`config.mk`:
```
export PLATFORM = sky130hd
export DESIGN_NAME = mem_port_arbiter
export DESIGN_NICKNAME = d
export VERILOG_FILES = /design/src/rtl/mem_port_arbiter.sv
export SDC_FILE = /design/constraint.sdc
export NUM_CORES = 1
export LEC_CHECK = 0
export CAP_MARGIN = 10
export CELL_PAD_IN_SITES_DETAIL_PLACEMENT = 1
export CELL_PAD_IN_SITES_GLOBAL_PLACEMENT = 1
export CORE_MARGIN = 4
export CORE_UTILIZATION = 10
export DETAILED_ROUTE_END_ITERATION = 7
export PLACE_DENSITY = 0.82
export SLEW_MARGIN = 20
export SYNTH_ARGS = -nofsm -noshare
export SYNTH_HDL_FRONTEND = slang
export SYNTH_SLANG_ARGS = --single-unit
```
`constraint.sdc`:
```
create_clock -name CLK -period 1.5 [get_ports CLK]
set_clock_uncertainty 0.1 [all_clocks]
set_input_delay 0.3 -clock CLK [delete_from_list [all_inputs] [get_ports CLK]]
set_output_delay 0.3 -clock CLK [all_outputs]
set_load 0.01 [all_outputs]
```
`src/rtl/mem_port_arbiter.sv`:
```
// -----------------------------------------------------------------------------
// mem_port_arbiter
//
// Shares one single-ported, synchronous-read (1-cycle latency) unified memory
// between the instruction-fetch port and the load/store port.
//
//   * Data accesses win a conflict by default (state DATA_PRI).
//   * A starvation counter tracks consecutive denied fetches; once it reaches
//     STARVE_LIMIT the arbiter moves to FETCH_PRI and the next conflict goes to
//     fetch, after which priority returns to data.
//   * Every issued read is tagged so the returned word is steered to the port
//     that asked for it one cycle later.
//
// Optional feature: define ARB_PERF_CNT_EN to add three 32-bit performance
// counters (conflict cycles, fetch-stall cycles, forced fetch grants).
//
// Ports
//   CLK, RST                 clock (rising edge), synchronous active-high reset
//   I_Req, I_Addr            fetch request and word-aligned byte address
//   D_Req, D_W_En            load/store request, 1 = store
//   D_Control, D_Addr        size/sign (funct3), data byte address
//   D_W_Data                 store data
//   M_En, M_W_En, M_Control  memory enable, write enable, size control
//   M_Addr, M_W_Data         memory address and write data
//   M_R_Data                 memory read data (1 cycle after a read)
//   I_Grant, D_Grant         port accepted this cycle
//   Stall_F, Stall_M         request present but not granted
//   I_Valid, I_Data          fetched word returned
//   D_Valid, D_Data          load word returned
//   Perf_*                   performance counters (ARB_PERF_CNT_EN only)
// -----------------------------------------------------------------------------
module mem_port_arbiter #(
    parameter int STARVE_LIMIT = 4,
    parameter int CNT_W        = 4
) (
    input  logic        CLK,
    input  logic        RST,
    input  logic        I_Req,
    input  logic [31:0] I_Addr,
    input  logic        D_Req,
    input  logic        D_W_En,
    input  logic [2:0]  D_Control,
    input  logic [31:0] D_Addr,
    input  logic [31:0] D_W_Data,
    output logic        M_En,
    output logic        M_W_En,
    output logic [2:0]  M_Control,
    output logic [31:0] M_Addr,
    output logic [31:0] M_W_Data,
    input  logic [31:0] M_R_Data,
    output logic        I_Grant,
    output logic        D_Grant,
    output logic        Stall_F,
    output logic        Stall_M,
    output logic        I_Valid,
    output logic [31:0] I_Data,
    output logic        D_Valid,
    output logic [31:0] D_Data
`ifdef ARB_PERF_CNT_EN
    ,
    output logic [31:0] Perf_Conflicts,
    output logic [31:0] Perf_I_Stall,
    output logic [31:0] Perf_Forced
`endif
);

    typedef enum logic [0:0] {
        DATA_PRI  = 1'b0,
        FETCH_PRI = 1'b1
    } state_t;

    localparam logic [CNT_W-1:0] LIMIT_C    = CNT_W'(STARVE_LIMIT);
    localparam logic [CNT_W-1:0] LIMIT_M1_C = CNT_W'(STARVE_LIMIT - 1);
    localparam logic [2:0]       WORD_CTRL  = 3'b010;

    state_t           r_state, w_state_next;
    logic [CNT_W-1:0] r_starve_cnt, w_starve_cnt_next;
    logic [1:0]       r_tag;          // {fetch read pending, load pending}
    logic             w_conflict;
    logic             w_i_grant;
    logic             w_d_grant;

    // ------------------------------------------------------------------
    // Grant decision: purely combinational from requests and state.
    // Reset suppresses all grants so nothing reaches memory.
    // ------------------------------------------------------------------
    always_comb begin
        w_conflict = I_Req & D_Req;
        w_i_grant  = 1'b0;
        w_d_grant  = 1'b0;
        if (!RST) begin
            if (w_conflict) begin
                if (r_state == FETCH_PRI) w_i_grant = 1'b1;
                else                      w_d_grant = 1'b1;
            end else begin
                w_i_grant = I_Req;
                w_d_grant = D_Req;
            end
        end
    end

    assign I_Grant = w_i_grant;
    assign D_Grant = w_d_grant;
    assign Stall_F = I_Req & ~w_i_grant;
    assign Stall_M = D_Req & ~w_d_grant;

    // ------------------------------------------------------------------
    // Priority FSM and starvation counter: next-state logic
    // ------------------------------------------------------------------
    always_comb begin
        w_state_next      = r_state;
        w_starve_cnt_next = r_starve_cnt;

        if (w_i_grant) begin
            w_starve_cnt_next = '0;
        end else if (I_Req && (r_starve_cnt != LIMIT_C)) begin
            w_starve_cnt_next = r_starve_cnt + 1'b1;
        end

        case (r_state)
            DATA_PRI: begin
                // The denial that brings the count to the limit hands the
                // next conflict to fetch.
                if (I_Req && !w_i_grant && (r_starve_cnt == LIMIT_M1_C))
                    w_state_next = FETCH_PRI;
            end
            FETCH_PRI: begin
                if (w_i_grant)
                    w_state_next = DATA_PRI;
            end
            default: w_state_next = DATA_PRI;
        endcase
    end

    always_ff @(posedge CLK) begin
        if (RST) begin
            r_state      <= DATA_PRI;
            r_starve_cnt <= '0;
        end else begin
            r_state      <= w_state_next;
            r_starve_cnt <= w_starve_cnt_next;
        end
    end

    // ------------------------------------------------------------------
    // Memory-side mux
    // ------------------------------------------------------------------
    always_comb begin
        M_En      = 1'b0;
        M_W_En    = 1'b0;
        M_Control = WORD_CTRL;
        M_Addr    = '0;
        M_W_Data  = '0;
        if (w_i_grant) begin
            M_En   = 1'b1;
            M_Addr = I_Addr;
        end else if (w_d_grant) begin
            M_En      = 1'b1;
            M_W_En    = D_W_En;
            M_Control = D_Control;
            M_Addr    = D_Addr;
            M_W_Data  = D_W_Data;
        end
    end

    // ------------------------------------------------------------------
    // Response tagging. Stores never set the data tag, so they return
    // nothing. Outputs are also gated by RST so a response that would land
    // in a reset cycle is dropped.
    // ------------------------------------------------------------------
    always_ff @(posedge CLK) begin
        if (RST) r_tag <= 2'b00;
        else     r_tag <= {w_i_grant, w_d_grant & ~D_W_En};
    end

    assign I_Valid = r_tag[1] & ~RST;
    assign D_Valid = r_tag[0] & ~RST;
    assign I_Data  = I_Valid ? M_R_Data : 32'd0;
    assign D_Data  = D_Valid ? M_R_Data : 32'd0;

`ifdef ARB_PERF_CNT_EN
    // Index 0: conflict cycles, 1: fetch-stall cycles, 2: forced fetch grants.
    // A fetch grant while data is also requesting can only come from
    // FETCH_PRI, so it marks a forced grant.
    logic [2:0] w_perf_inc;
    assign w_perf_inc = {w_i_grant & D_Req, Stall_F, w_conflict};

    genvar gi;
    generate
        for (gi = 0; gi < 3; gi++) begin : g_perf
            logic [31:0] r_count;
            always_ff @(posedge CLK) begin
                if (RST)                 r_count <= '0;
                else if (w_perf_inc[gi]) r_count <= r_count + 32'd1;
            end
        end
    endgenerate

    assign Perf_Conflicts = g_perf[0].r_count;
    assign Perf_I_Stall   = g_perf[1].r_count;
    assign Perf_Forced    = g_perf[2].r_count;
`endif

endmodule

```
==> results.env <==
STATUS='finished with violations'
VIOLATIONS='negative setup slack'
DRCVIOLATIONCOUNT=0
IO-PIN-COUNT=275
SYN_NETS=332
POWER.SHARE.SEQUENTIAL=0.099
NUMBER_OF_DISTINCT_STANDARD_CELLS_REFERENCED_BY_THE_SYNTHESIZED_NETLIST=29
WORST_SLEW_PIN_SLEW_PS=219.5
DIE_WIDTH_UM=126.4
RRSETUPSLACK_PS=20
POWER.DENSITY_CELL_AREA_nW_PER_UM2=332.6
GRT_PASS1_WL_UM=21160
AREA_GROWTH_SYN_TO_LAYOUT_PCT=324.9
DRT.ANTENNA.VIOLATING_NETS=0
ENDPOINT_KIND='primary output'
GRT_SETUP_UNREPAIRED='yes'
RR_WORST_DEPTH=7
LAYOUT.FILLER_CELLS=1540
FLOORPLAN.CORE_AREA_UM2=13830
FINALHOLDVIOLCOUNT=0
VIAS_AFTER_DETAILED_ROUTING=2815
FINAL_MIN_PERIOD_OVER_CLOCK_PERIOD=1.343
WORST_R2R_ENDPOINT='r_tag[0]'
GRT_ANTENNA_BEFORE_REPAIR=0
N_ANTENNA_CELL=0
FRACTION_OF_LAYOUT_CELLS_WITH_A_SIZE_SUFFIX_ABOVE_1=0.6477
GLOBAL_ROUTE.OVERFLOW_TOTAL=0
LAYOUT.CELLS.MOST_COMMON='buf_6'
YOSYSTOPAREACELL='and2_1'
CTS-BUFFERS-INSERTED=3
CTS.CLK_SLEW.WORST_PATHS_PS=40
WL_PER_CELL_UM=20.90
SWSHARE=0.2802
NETLIST_AREA_UM2=1403
DRTPASS1ITERATIONS=4
WORSTSETUPSTARTPOINTTYPE='register'
TIMING.RR.START='r_state'
ALL_LAYER_GLOBAL_ROUTING_USAGE=0.1720
POWER.CLOCK.FRACTION=0.237
FMAX_MHz=496.5
SYNTH_TOP_AREA_SHARE=0.4416
FINAL.HOLD.WORST_SLACK_PS=410.4
SYNTH_SEQ_CELLS=7
MOST-COMMON-LAYOUT-CELLS='buf_6, clkdlybuf4s50_1, and2_4'
POWER.SWITCHING_mW=0.5554
VDD_IR_DROP_MAX_uV=235.9
CRITICAL_PATH.CELL_CHAIN='a211oi_4 > buf_12 > buf_12 > buf_8 > buf_16 > a22o_1 > buf_2'
CTS.HTREE.LEVELS=1
SYNTH_CELLS=194
CRIT_REQUIRED_PS=1100
HOLD_CLASS='in -> reg'
PLACE_CONGESTION=0.8970
CRITICAL-PATH-SLOWEST-CELL='dfxtp_4'
CRIT_PATH_MAX_FANOUT=5
CRITPATHKIND='reg -> out'
INTERNAL-POWER_mW=1.427
WORST_HOLD_STARTPOINT='RST'
CTSROOTBUFFERMASTER='clkbuf_16'
MULTIINPUTGATEAREA_UM2=1495
PIN_COUNT_OF_THE_BIGGEST_NET_ENTERING_GLOBAL_ROUTING=18
POWER_FRAC_COMB=0.665
CELLS_ON_WORST_HOLD_PATH=4
TRITONCTS_NUM_SINKS=7
POST-ROUTE-WORST-SETUP-SLACK_PS=-514.1
SYNTH.YOSYS.SEQ_AREA_SHARE=0.09991
FLOORPLAN.INITIALDENSITY=0.1014
CRITPATHMOSTFREQUENTCELL='buf_12'
CHIPHEIGHT_UM=126.4
WORST-ENDPOINT-ARRIVAL_PS=1610
PLACEMENT_ROWS=43
ITERATION_0_DRC_MARKERS=64
REGAREA_UM2=145.1
HPWLAFTERDP_UM=9201
POWER.STATIC_LEAKAGE_nW=2.728
NETLIST_TOP_CELLS_AREA='and2_1, a22o_1, dfxtp_1, a22o_2, buf_6'
CP_SLOWEST_STAGE_DELAY_PS=350
SLEW_VIOL_FINAL=0
DRV_CAP=0
DIE_AREA_UM2=15980
LAYOUTNONFILLERINSTCOUNT=708
CLK_PATH_BUF_DEPTH=2
YOSYS_WARNINGS=0
CTS_HOLD_REPAIR.BUFFERS=0
TRITONCTS='built'
NET_COUNT_OF_THE_FINISHED_LAYOUT=667
MINIMUM_CLOCK_PERIOD_AFTER_LAYOUT_PS=2014
ROUTED_WL_UM=14800
DP.CELLS=642
SETUP_VIOLATIONS=137
FIN_SETUP_TNS_PS=-41640
VIAS_PER_CELL=3.976
CLOCK_INSERTION_DELAY_WORST_SKEW_PS=240
IO_BUFFERS=274
MEAN_SYN_CELL_AREA_UM2=7.230
FIRST_GLOBAL_VIAS=3187
DP_SLACK_PS=-1180
WORST_HOLD_PATH.ENDPOINT='r_tag[1]'
SLEW_HEADROOM=0.8532
TOTAL_POWER_OF_THE_FINAL_LAYOUT_mW=1.982
[worst max-delay path, delay by kind of cell (launching register included)]
| family | cells | cell delay [ps] |
|---|---|---|
| flops | 1 | 350 |
| buf+inv | 5 | 640 |
| compound gates | 2 | 380 |
[flip-flops by register name, summed over array words and instances (netlist names)]
name and flops:
r_state 1, r_tag 2, r_starve_cnt 4
[area by class of cell]
type	count	area share
clock buffers	4	0.01323
inverters	5	0.003569
multi-input cells	164	0.2509
flip-flops and latches	7	0.02435
well taps	180	0.03779
repair buffers	348	0.6702
[power by group through the flow]
stage                     registers [mW]  logic [mW]  clock network [mW]
after floorplan                    0.198       0.267                   0
after global placement             0.198       0.911                   0
after detailed placement           0.199       0.933                   0
after CTS                          0.195        1.29               0.469
after global routing               0.196        1.38               0.491
final                              0.195        1.32               0.470
[how the worst max path moves through the flow]
stage | from | to | slack [ps] | cells after the start
2_1_floorplan | I_Req | M_Control[2] | -60 | 4
3_3_place_gp | D_Req | M_W_Data[30] | -1130 | 6
3_5_place_dp | D_Req | M_W_Data[30] | -1180 | 6
4_1_cts | r_state | M_Addr[13] | -520 | 7
5_1_grt | r_state | M_Addr[13] | -560 | 7
6_report | r_state | M_Addr[13] | -510 | 7
[cell families after synthesis]
logic type	count (synthesis)	synth area share
adders and majority gates	2	0.01784
and+or+nand+nor	119	0.5308
buffers and inverters	23	0.08919
AOI/OAI and AO/OA	43	0.2623
DFF	7	0.09991
[cells in the mapped netlist]
library cell  count
a22o_1           22
nand2_1           1
nor2_1            4
buf_6             3
a22o_2           10
a31oi_1           1
nor2b_1           3
and2_1           99
o21ai_0           2
nor3b_1           1
dfxtp_1           7
or3_1             1
nor3_1            1
nand3b_1          1
and3b_1           1
a211oi_4          1
nor3b_4           1
ha_1              2
inv_1             4
a21oi_1           6
nand3_1           3
buf_4             2
a21o_2            1
clkbuf_2          3
inv_2             1
clkbuf_1          6
nand2b_1          2
buf_2             4
nand4_1           1
[metal layers]
metal / up-vias / routed length (um) / track usage
met2: 118 / 8124 / 0.3278
met3: 25 / 537 / 0.01979
li1: 1331 / - / -
met1: 1341 / 5755 / 0.2002
met4: 0 / 382 / 0.04921
met5: - / 0 / 0
[per-stage QoR]
step | utilization | instance area [um2]
after floorplan | - | 1450
after global placement | 0.3201 | 4425
after detailed placement | 0.3201 | 4425
after CTS | 0.4223 | 5839
after global routing | 0.4310 | 5959
final | 0.4310 | 5959
[what timing repair did]
item,4_1_cts,5_1_grt
pin swaps,62,31
buffers inserted,42,14
endpoints found under the setup margin,141,140
endpoints found under the hold margin,0,0
gates cloned,21,1
gates resized for setup,806,72
No activity file was read; power rests on OpenSTA's default activity.
